===== config.mk =====
export PLATFORM = sky130hd
export DESIGN_NAME = fp_addsub_seq_flat
export DESIGN_NICKNAME = d
export VERILOG_FILES = /design/src/rtl/fp_addsub_seq_if.sv /design/src/rtl/fp_addsub_seq.sv /design/src/flat_wrapper.sv
export SDC_FILE = /design/constraint.sdc
export NUM_CORES = 1
export LEC_CHECK = 0
export CORE_ASPECT_RATIO = 1.75
export CORE_MARGIN = 5
export CORE_UTILIZATION = 60
export DETAILED_ROUTE_END_ITERATION = 12
export PLACE_DENSITY = 0.8
export SYNTH_ARGS = -nofsm -noshare
export SYNTH_HDL_FRONTEND = slang
export SYNTH_SLANG_ARGS = --single-unit

===== constraint.sdc =====
create_clock -name clk -period 6 [get_ports clk]
set_clock_uncertainty 0.05 [all_clocks]
set_input_delay 0.9 -clock clk [delete_from_list [all_inputs] [get_ports clk]]
set_output_delay 0.9 -clock clk [all_outputs]
set_load 0.01 [all_outputs]

===== src/rtl/fp_addsub_seq_if.sv =====
// Handshake bundle for fp_addsub_seq: operand issue side and result side.
// The master drives operands and accepts results, and the slave is the arithmetic unit.
interface fp_addsub_seq_if #(
   parameter int EXP_W = 8,
   parameter int MAN_W = 23
);
   localparam int W = 1 + EXP_W + MAN_W;

   logic         in_valid;
   logic         in_ready;
   logic         op_sub;
   logic [W-1:0] a;
   logic [W-1:0] b;
   logic         out_valid;
   logic         out_ready;
   logic [W-1:0] result;
   logic [3:0]   flags;

   modport master (
      output in_valid, op_sub, a, b, out_ready,
      input  in_ready, out_valid, result, flags
   );

   modport slave (
      input  in_valid, op_sub, a, b, out_ready,
      output in_ready, out_valid, result, flags
   );
endinterface


===== src/rtl/fp_addsub_seq.sv =====
// Multi-cycle IEEE-754 add/subtract unit with round-to-nearest-even and exception flags.
// Operands are captured in IDLE. Specials resolve in CHECK, and finite operands go through
// align, add, normalise and round before the result is held in OUT until it is taken.
module fp_addsub_seq #(
   parameter int EXP_W = 8,
   parameter int MAN_W = 23
) (
   input  logic           clk,
   input  logic           reset,
   fp_addsub_seq_if.slave bus
);
   localparam int W  = 1 + EXP_W + MAN_W;
   localparam int XW = MAN_W + 4;
   localparam int EW = EXP_W + 2;

   localparam logic [2:0] IDLE  = 3'd0;
   localparam logic [2:0] CHECK = 3'd1;
   localparam logic [2:0] ALIGN = 3'd2;
   localparam logic [2:0] ADD   = 3'd3;
   localparam logic [2:0] NORM  = 3'd4;
   localparam logic [2:0] ROUND = 3'd5;
   localparam logic [2:0] OUT   = 3'd6;

   localparam logic [W-1:0]         QNAN     = {1'b0, {EXP_W{1'b1}}, 1'b1, {(MAN_W-1){1'b0}}};
   localparam logic signed [EW-1:0] EXP_ONES = {2'b00, {EXP_W{1'b1}}};
   localparam logic signed [EW-1:0] ONE      = EW'(1);

   logic [2:0]             state;
   logic                   sa, sb;
   logic [EXP_W-1:0]       ea, eb;
   logic [MAN_W-1:0]       fa, fb;
   logic                   xs, eff_sub;
   logic signed [EW-1:0]   xe;
   logic [XW-1:0]          xm, ym;
   logic [W-1:0]           res_r;
   logic [3:0]             flg_r;

   logic                   a_zero, b_zero, a_inf, b_inf, a_nan, b_nan;
   logic                   spec_hit;
   logic [W-1:0]           spec_res;
   logic [3:0]             spec_flg;
   logic                   a_bigger, big_s, sticky;
   logic [EXP_W-1:0]       big_e, sml_e, diff;
   logic [MAN_W-1:0]       big_f, sml_f;
   logic [XW-1:0]          sml_m, al_m;
   logic [XW:0]            add_sum;
   logic                   rnd_inc, inexact;
   logic [MAN_W+1:0]       rnd_sum;
   logic [MAN_W:0]         rnd_m;
   logic signed [EW-1:0]   rnd_e;

   assign bus.in_ready  = (state == IDLE);
   assign bus.out_valid = (state == OUT);
   assign bus.result    = res_r;
   assign bus.flags     = flg_r;

   // Classify captured operands (denormals count as zero) and pick the special-case answer.
   always_comb begin
      a_zero   = (ea == '0);
      b_zero   = (eb == '0);
      a_inf    = (ea == {EXP_W{1'b1}}) && (fa == '0);
      b_inf    = (eb == {EXP_W{1'b1}}) && (fb == '0);
      a_nan    = (ea == {EXP_W{1'b1}}) && (fa != '0);
      b_nan    = (eb == {EXP_W{1'b1}}) && (fb != '0);
      spec_hit = 1'b1;
      spec_res = '0;
      spec_flg = '0;
      if (a_nan || b_nan) begin
         spec_res = QNAN;
      end else if (a_inf && b_inf) begin
         if (sa != sb) begin
            spec_res = QNAN;
            spec_flg = 4'b1000;
         end else begin
            spec_res = {sa, ea, fa};
         end
      end else if (a_inf) begin
         spec_res = {sa, ea, fa};
      end else if (b_inf) begin
         spec_res = {sb, eb, fb};
      end else if (a_zero && b_zero) begin
         spec_res = {sa & sb, {(W-1){1'b0}}};
      end else if (a_zero) begin
         spec_res = {sb, eb, fb};
      end else if (b_zero) begin
         spec_res = {sa, ea, fa};
      end else begin
         spec_hit = 1'b0;
      end
   end

   // Order operands by magnitude and right-shift the smaller one, folding lost bits into sticky.
   always_comb begin
      a_bigger = ({ea, fa} >= {eb, fb});
      big_s    = a_bigger ? sa : sb;
      big_e    = a_bigger ? ea : eb;
      big_f    = a_bigger ? fa : fb;
      sml_e    = a_bigger ? eb : ea;
      sml_f    = a_bigger ? fb : fa;
      diff     = big_e - sml_e;
      sml_m    = {1'b1, sml_f, 3'b000};
      sticky   = 1'b0;
      for (int i = 0; i < XW; i++) begin
         if (i < int'(diff)) sticky = sticky | sml_m[i];
      end
      al_m = (sml_m >> diff) | {{(XW-1){1'b0}}, sticky};
   end

   // Magnitude add or subtract; the larger operand is always on the left so no borrow out.
   always_comb begin
      add_sum = eff_sub ? ({1'b0, xm} - {1'b0, ym}) : ({1'b0, xm} + {1'b0, ym});
   end

   // Round-to-nearest-even on the normalised mantissa, renormalising if the increment carries out.
   always_comb begin
      rnd_inc = xm[2] & (xm[1] | xm[0] | xm[3]);
      inexact = xm[2] | xm[1] | xm[0];
      rnd_sum = {1'b0, xm[XW-1:3]} + {{(MAN_W+1){1'b0}}, rnd_inc};
      if (rnd_sum[MAN_W+1]) begin
         rnd_m = rnd_sum[MAN_W+1:1];
         rnd_e = xe + ONE;
      end else begin
         rnd_m = rnd_sum[MAN_W:0];
         rnd_e = xe;
      end
   end

   // Sequencer and datapath registers; reset abandons any operation in flight.
   always_ff @(posedge clk) begin
      if (reset) begin
         state <= IDLE;
         res_r <= '0;
         flg_r <= '0;
      end else begin
         case (state)
            IDLE: begin
               if (bus.in_valid) begin
                  sa    <= bus.a[W-1];
                  ea    <= bus.a[W-2:MAN_W];
                  fa    <= bus.a[MAN_W-1:0];
                  sb    <= bus.b[W-1] ^ bus.op_sub;
                  eb    <= bus.b[W-2:MAN_W];
                  fb    <= bus.b[MAN_W-1:0];
                  state <= CHECK;
               end
            end
            CHECK: begin
               if (spec_hit) begin
                  res_r <= spec_res;
                  flg_r <= spec_flg;
                  state <= OUT;
               end else begin
                  state <= ALIGN;
               end
            end
            ALIGN: begin
               xs      <= big_s;
               xe      <= {2'b00, big_e};
               xm      <= {1'b1, big_f, 3'b000};
               ym      <= al_m;
               eff_sub <= sa ^ sb;
               state   <= ADD;
            end
            ADD: begin
               if (add_sum == '0) begin
                  res_r <= '0;
                  flg_r <= '0;
                  state <= OUT;
               end else if (add_sum[XW]) begin
                  xm    <= {add_sum[XW:2], add_sum[1] | add_sum[0]};
                  xe    <= xe + ONE;
                  state <= NORM;
               end else begin
                  xm    <= add_sum[XW-1:0];
                  state <= NORM;
               end
            end
            NORM: begin
               if (!xm[XW-1] && (xe > ONE)) begin
                  xm <= {xm[XW-2:0], 1'b0};
                  xe <= xe - ONE;
               end else begin
                  state <= ROUND;
               end
            end
            ROUND: begin
               if (rnd_e >= EXP_ONES) begin
                  res_r <= {xs, {EXP_W{1'b1}}, {MAN_W{1'b0}}};
                  flg_r <= 4'b0101;
               end else if (!rnd_m[MAN_W]) begin
                  res_r <= {xs, {(W-1){1'b0}}};
                  flg_r <= 4'b0011;
               end else begin
                  res_r <= {xs, rnd_e[EXP_W-1:0], rnd_m[MAN_W-1:0]};
                  flg_r <= {3'b000, inexact};
               end
               state <= OUT;
            end
            OUT: begin
               if (bus.out_ready) state <= IDLE;
            end
            default: state <= IDLE;
         endcase
      end
   end
endmodule


===== src/flat_wrapper.sv =====
// flat-port wrapper written by rule: the top's interface ports become plain ports
module fp_addsub_seq_flat 
#(
   parameter int EXP_W = 8,
   parameter int MAN_W = 23
)
  (clk, reset, bus_in_valid, bus_op_sub, bus_a, bus_b, bus_out_ready, bus_in_ready, bus_out_valid, bus_result, bus_flags);
  fp_addsub_seq_if #(.EXP_W(EXP_W), .MAN_W(MAN_W)) bus_i ();
  input  logic clk;
  input  logic reset;
  input wire logic [$bits(bus_i.in_valid)-1:0] bus_in_valid;
  input wire logic [$bits(bus_i.op_sub)-1:0] bus_op_sub;
  input wire logic [$bits(bus_i.a)-1:0] bus_a;
  input wire logic [$bits(bus_i.b)-1:0] bus_b;
  input wire logic [$bits(bus_i.out_ready)-1:0] bus_out_ready;
  output wire logic [$bits(bus_i.in_ready)-1:0] bus_in_ready;
  output wire logic [$bits(bus_i.out_valid)-1:0] bus_out_valid;
  output wire logic [$bits(bus_i.result)-1:0] bus_result;
  output wire logic [$bits(bus_i.flags)-1:0] bus_flags;
  assign bus_i.in_valid = bus_in_valid;
  assign bus_i.op_sub = bus_op_sub;
  assign bus_i.a = bus_a;
  assign bus_i.b = bus_b;
  assign bus_i.out_ready = bus_out_ready;
  assign bus_in_ready = bus_i.in_ready;
  assign bus_out_valid = bus_i.out_valid;
  assign bus_result = bus_i.result;
  assign bus_flags = bus_i.flags;
  fp_addsub_seq #(.EXP_W(EXP_W), .MAN_W(MAN_W)) u_core (.clk(clk), .reset(reset), .bus(bus_i));
endmodule

==> metrics.cfg, run 1 <==
[sta]
slew_headroom_pct=20.5
fin_crit_sh_pct=93.9
hold_viol=0
setup_viol=0
tightest_slew_ns=1.19
finalMaxSlewViolations=0
final.setup.tns_ns=0
rsz0062_at_grt=false
fmax_ghz=0.178
finalWorstSetupSlack_ns=0.368
timing.final.crit_period_ns=5.63

[floorplanning]
die_h_um=212
die_w_um=126
num_rows=74
design.die.area_sq_um=26700
coreArea_sq_um=23200
io_pins=107
start_util_pct=60.5

[critical_path]
start_kind=flop
path_class=reg2reg
endpoint_kind=flop
regToRegSetupSlack_ns=0.37
required_ns=6.13
path_max_fanout=28
startpoint=u_core.ym[3]
r2r-end=u_core.xm[2]
reg2reg_from=u_core.ym[3]
crit_arrival_ns=5.76
r2r_cells=23
worstSetupEndpoint=u_core.xm[2]

[yosys]
syn_inst=1647
syn_nets=1782
syn_area_sq_um=14100
synth_ff_type=edfxtp_1
synthTopCellsByCount=nand2_1 (182), nor2_1 (164), a21oi_1 (136), edfxtp_1 (130), mux2i_1 (86)
synth_top_area_share_pct=27.8
yosys_warnings=0
ys_seq_area_share_pct=33.3
synthDistinctLibCells=90
synth_edf_count=130
synth.most_common_cell=nand2_1
synthTopCellsByArea=edfxtp_1 (28%), mux2i_1 (6.1%), ha_1 (5.8%)
yosysTopAreaCell=edfxtp_1
avgSynthCellArea_sq_um=8.53
ys_seq_elements=169
async_flop_share_pct=0

[placement]
io_buffers=106
place_congestion=1.02
placed_cells=1993
post-dp-hpwl_mm=35.9
place_ws_ns=0.234

[finish]
diodes=0
area_growth_pct=14.0
instances_no_fill=2025
utilization_pct=68.9
nets=1843
drive_gt1_share_pct=7.61

[cts]
post_cts_buffers=0
insertion_delay_ns=0.46
numCtsBuffers=17
htree_levels=4
root_buffer=clkbuf_16
cts.sinks=169
path_clk_slew_ns=0.07
clk_path_buf_depth=2
cts_tree=done

[route]
avgViaCountPerCell=6.81
drt-total-wl_mm=47.2
detail_route.iter0.violations=1692
drc=0
drtAntennaViolNets=0
num_vias=13800
wire_per_inst_um=23.3
drt_first_pass_iters=6

[min_path]
min_path_type=reg2reg

[power]
powerDensity_nw_per_um2=222
power.total_mw=3.56
irDropWorstVdd_mv=0.227
p_leak_nw=6.25

[flow_run]
drv_cap=0

[global_route]
antenna_found_initial=0
grt-ovfl-total=0
grt_max_degree=68
first_global_vias=12893
grt_pass1_wl_mm=71.3
grtUsageTotal_pct=34.4

[status]
outcome=finished clean

==> layout by cell type, fill, tap and decap left out, types with 34 or more instances in the layout <==
cell	instances
edfxtp_1	130
ha_1	65
nor2_1	162
nand2_1	181
a21oi_1	136
dfxtp_1	39
o21ai_0	53
and3_1	53
clkdlybuf4s50_1	106
nand3_1	34
inv_1	59
nor3_1	40
mux2i_1	86
o22ai_1	37
a22oi_1	55
o221ai_1	35
xnor2_1	51
==> per-stage QoR <==
step,area (sq um),hold slack [ns]
global route,16000,0.465
floorplan,14100,0.431
global placement,15400,0.425
detailed placement,15400,0.428
finish,16000,0.445
CTS,16000,0.439
==> sequential cells by signal (all words and copies together), names as in the netlist, 3 cells and up <==
| name | cells |
|---|---|
| u_core.xm | 27 |
| u_core.bus.result | 32 |
| u_core.bus.flags | 4 |
| u_core.eb | 8 |
| u_core.state | 3 |
| u_core.xe | 10 |
| u_core.fa | 23 |
| u_core.ea | 8 |
| u_core.fb | 23 |
| u_core.ym | 27 |
==> kinds of logic after synthesis <==
group	synth area share, %
xor gates and xnor gates	4.99
muxes	8.45
AOI/OAI and AO/OA	21.5
and+or+nand+nor	21.4
buffers and inverters	4.31
DFF	33.3
adders and majority gates	5.93
==> worst max-delay path, cell delays in order, from the launching register on <==
cell and delay (ns):
edfxtp_1 0.46, nor3_2 0.29, nand2_1 0.13, nor4_1 0.33, nand2_1 0.10, nor2_1 0.23
nand2_1 0.10, nor4_1 0.19, nor2_1 0.08, xnor2_1 0.34, ha_1 0.35, a21o_1 0.18
a21oi_1 0.14, o21ai_0 0.14, a311o_1 0.38, a211oi_1 0.28, o31ai_1 0.13, a21oi_1 0.25
xnor2_2 0.16, buf_6 0.31, nand3_1 0.20, nor2_4 0.24, nor2_2 0.05, buf_4 0.25
==> worst min path at each step <==
stage                   startpoint                   to  slack, ns  cells after the start
2_1_floorplan  u_core.bus.flags[0]  u_core.bus.flags[0]       0.43                      2
3_3_place_gp   u_core.bus.flags[0]  u_core.bus.flags[0]       0.42                      2
3_5_place_dp   u_core.bus.flags[0]  u_core.bus.flags[0]       0.43                      2
4_1_cts        u_core.bus.flags[0]  u_core.bus.flags[0]       0.44                      2
5_1_grt        u_core.bus.flags[1]  u_core.bus.flags[1]       0.47                      2
6_report       u_core.bus.flags[1]  u_core.bus.flags[1]       0.44                      2
==> timing repair <==
| action | 4_1_cts | 5_1_grt |
|---|---|---|
| endpoints found under the setup margin | 0 | 59 |
| hold buffers | 0 | 0 |
| resized for setup | 0 | 2 |
==> routing by layer <==
metal	vias to the layer above	share of wire, %	GRT usage [%]
li1	6306	-	-
met1	6470	37	40.0
met2	812	48	58.4
met3	212	8.1	5.46
met4	0	7.6	22.5
met5	-	0	0
==> power by group <==
group | leakage (nW) | switching, mW | internal, mW | total (mW)
sequential | 1.53 | 0.0725 | 1.32 | 1.39
combinational | 4.41 | 0.605 | 0.397 | 1.00
clock | 0.302 | 0.500 | 0.663 | 1.16
==> cell type report <==
cell class	instances	area [sq um]
Timing Repair Buffer	136	1290
Clock inverter	15	190
Clock buffer	17	425
Fill cell	1978	7220
Multi-Input combinational cell	1322	8810
Sequential cell	169	4680
Inverter	62	233
Tap cell	304	380
Power figures use the tool's default switching activity.
==> run 2: changes to the inputs <==
ABC_CLOCK_PERIOD_IN_PS = 6000   (was default)
==> results of run 2 <==
The final DEF is identical to that of run 1; final timing and power are the same.
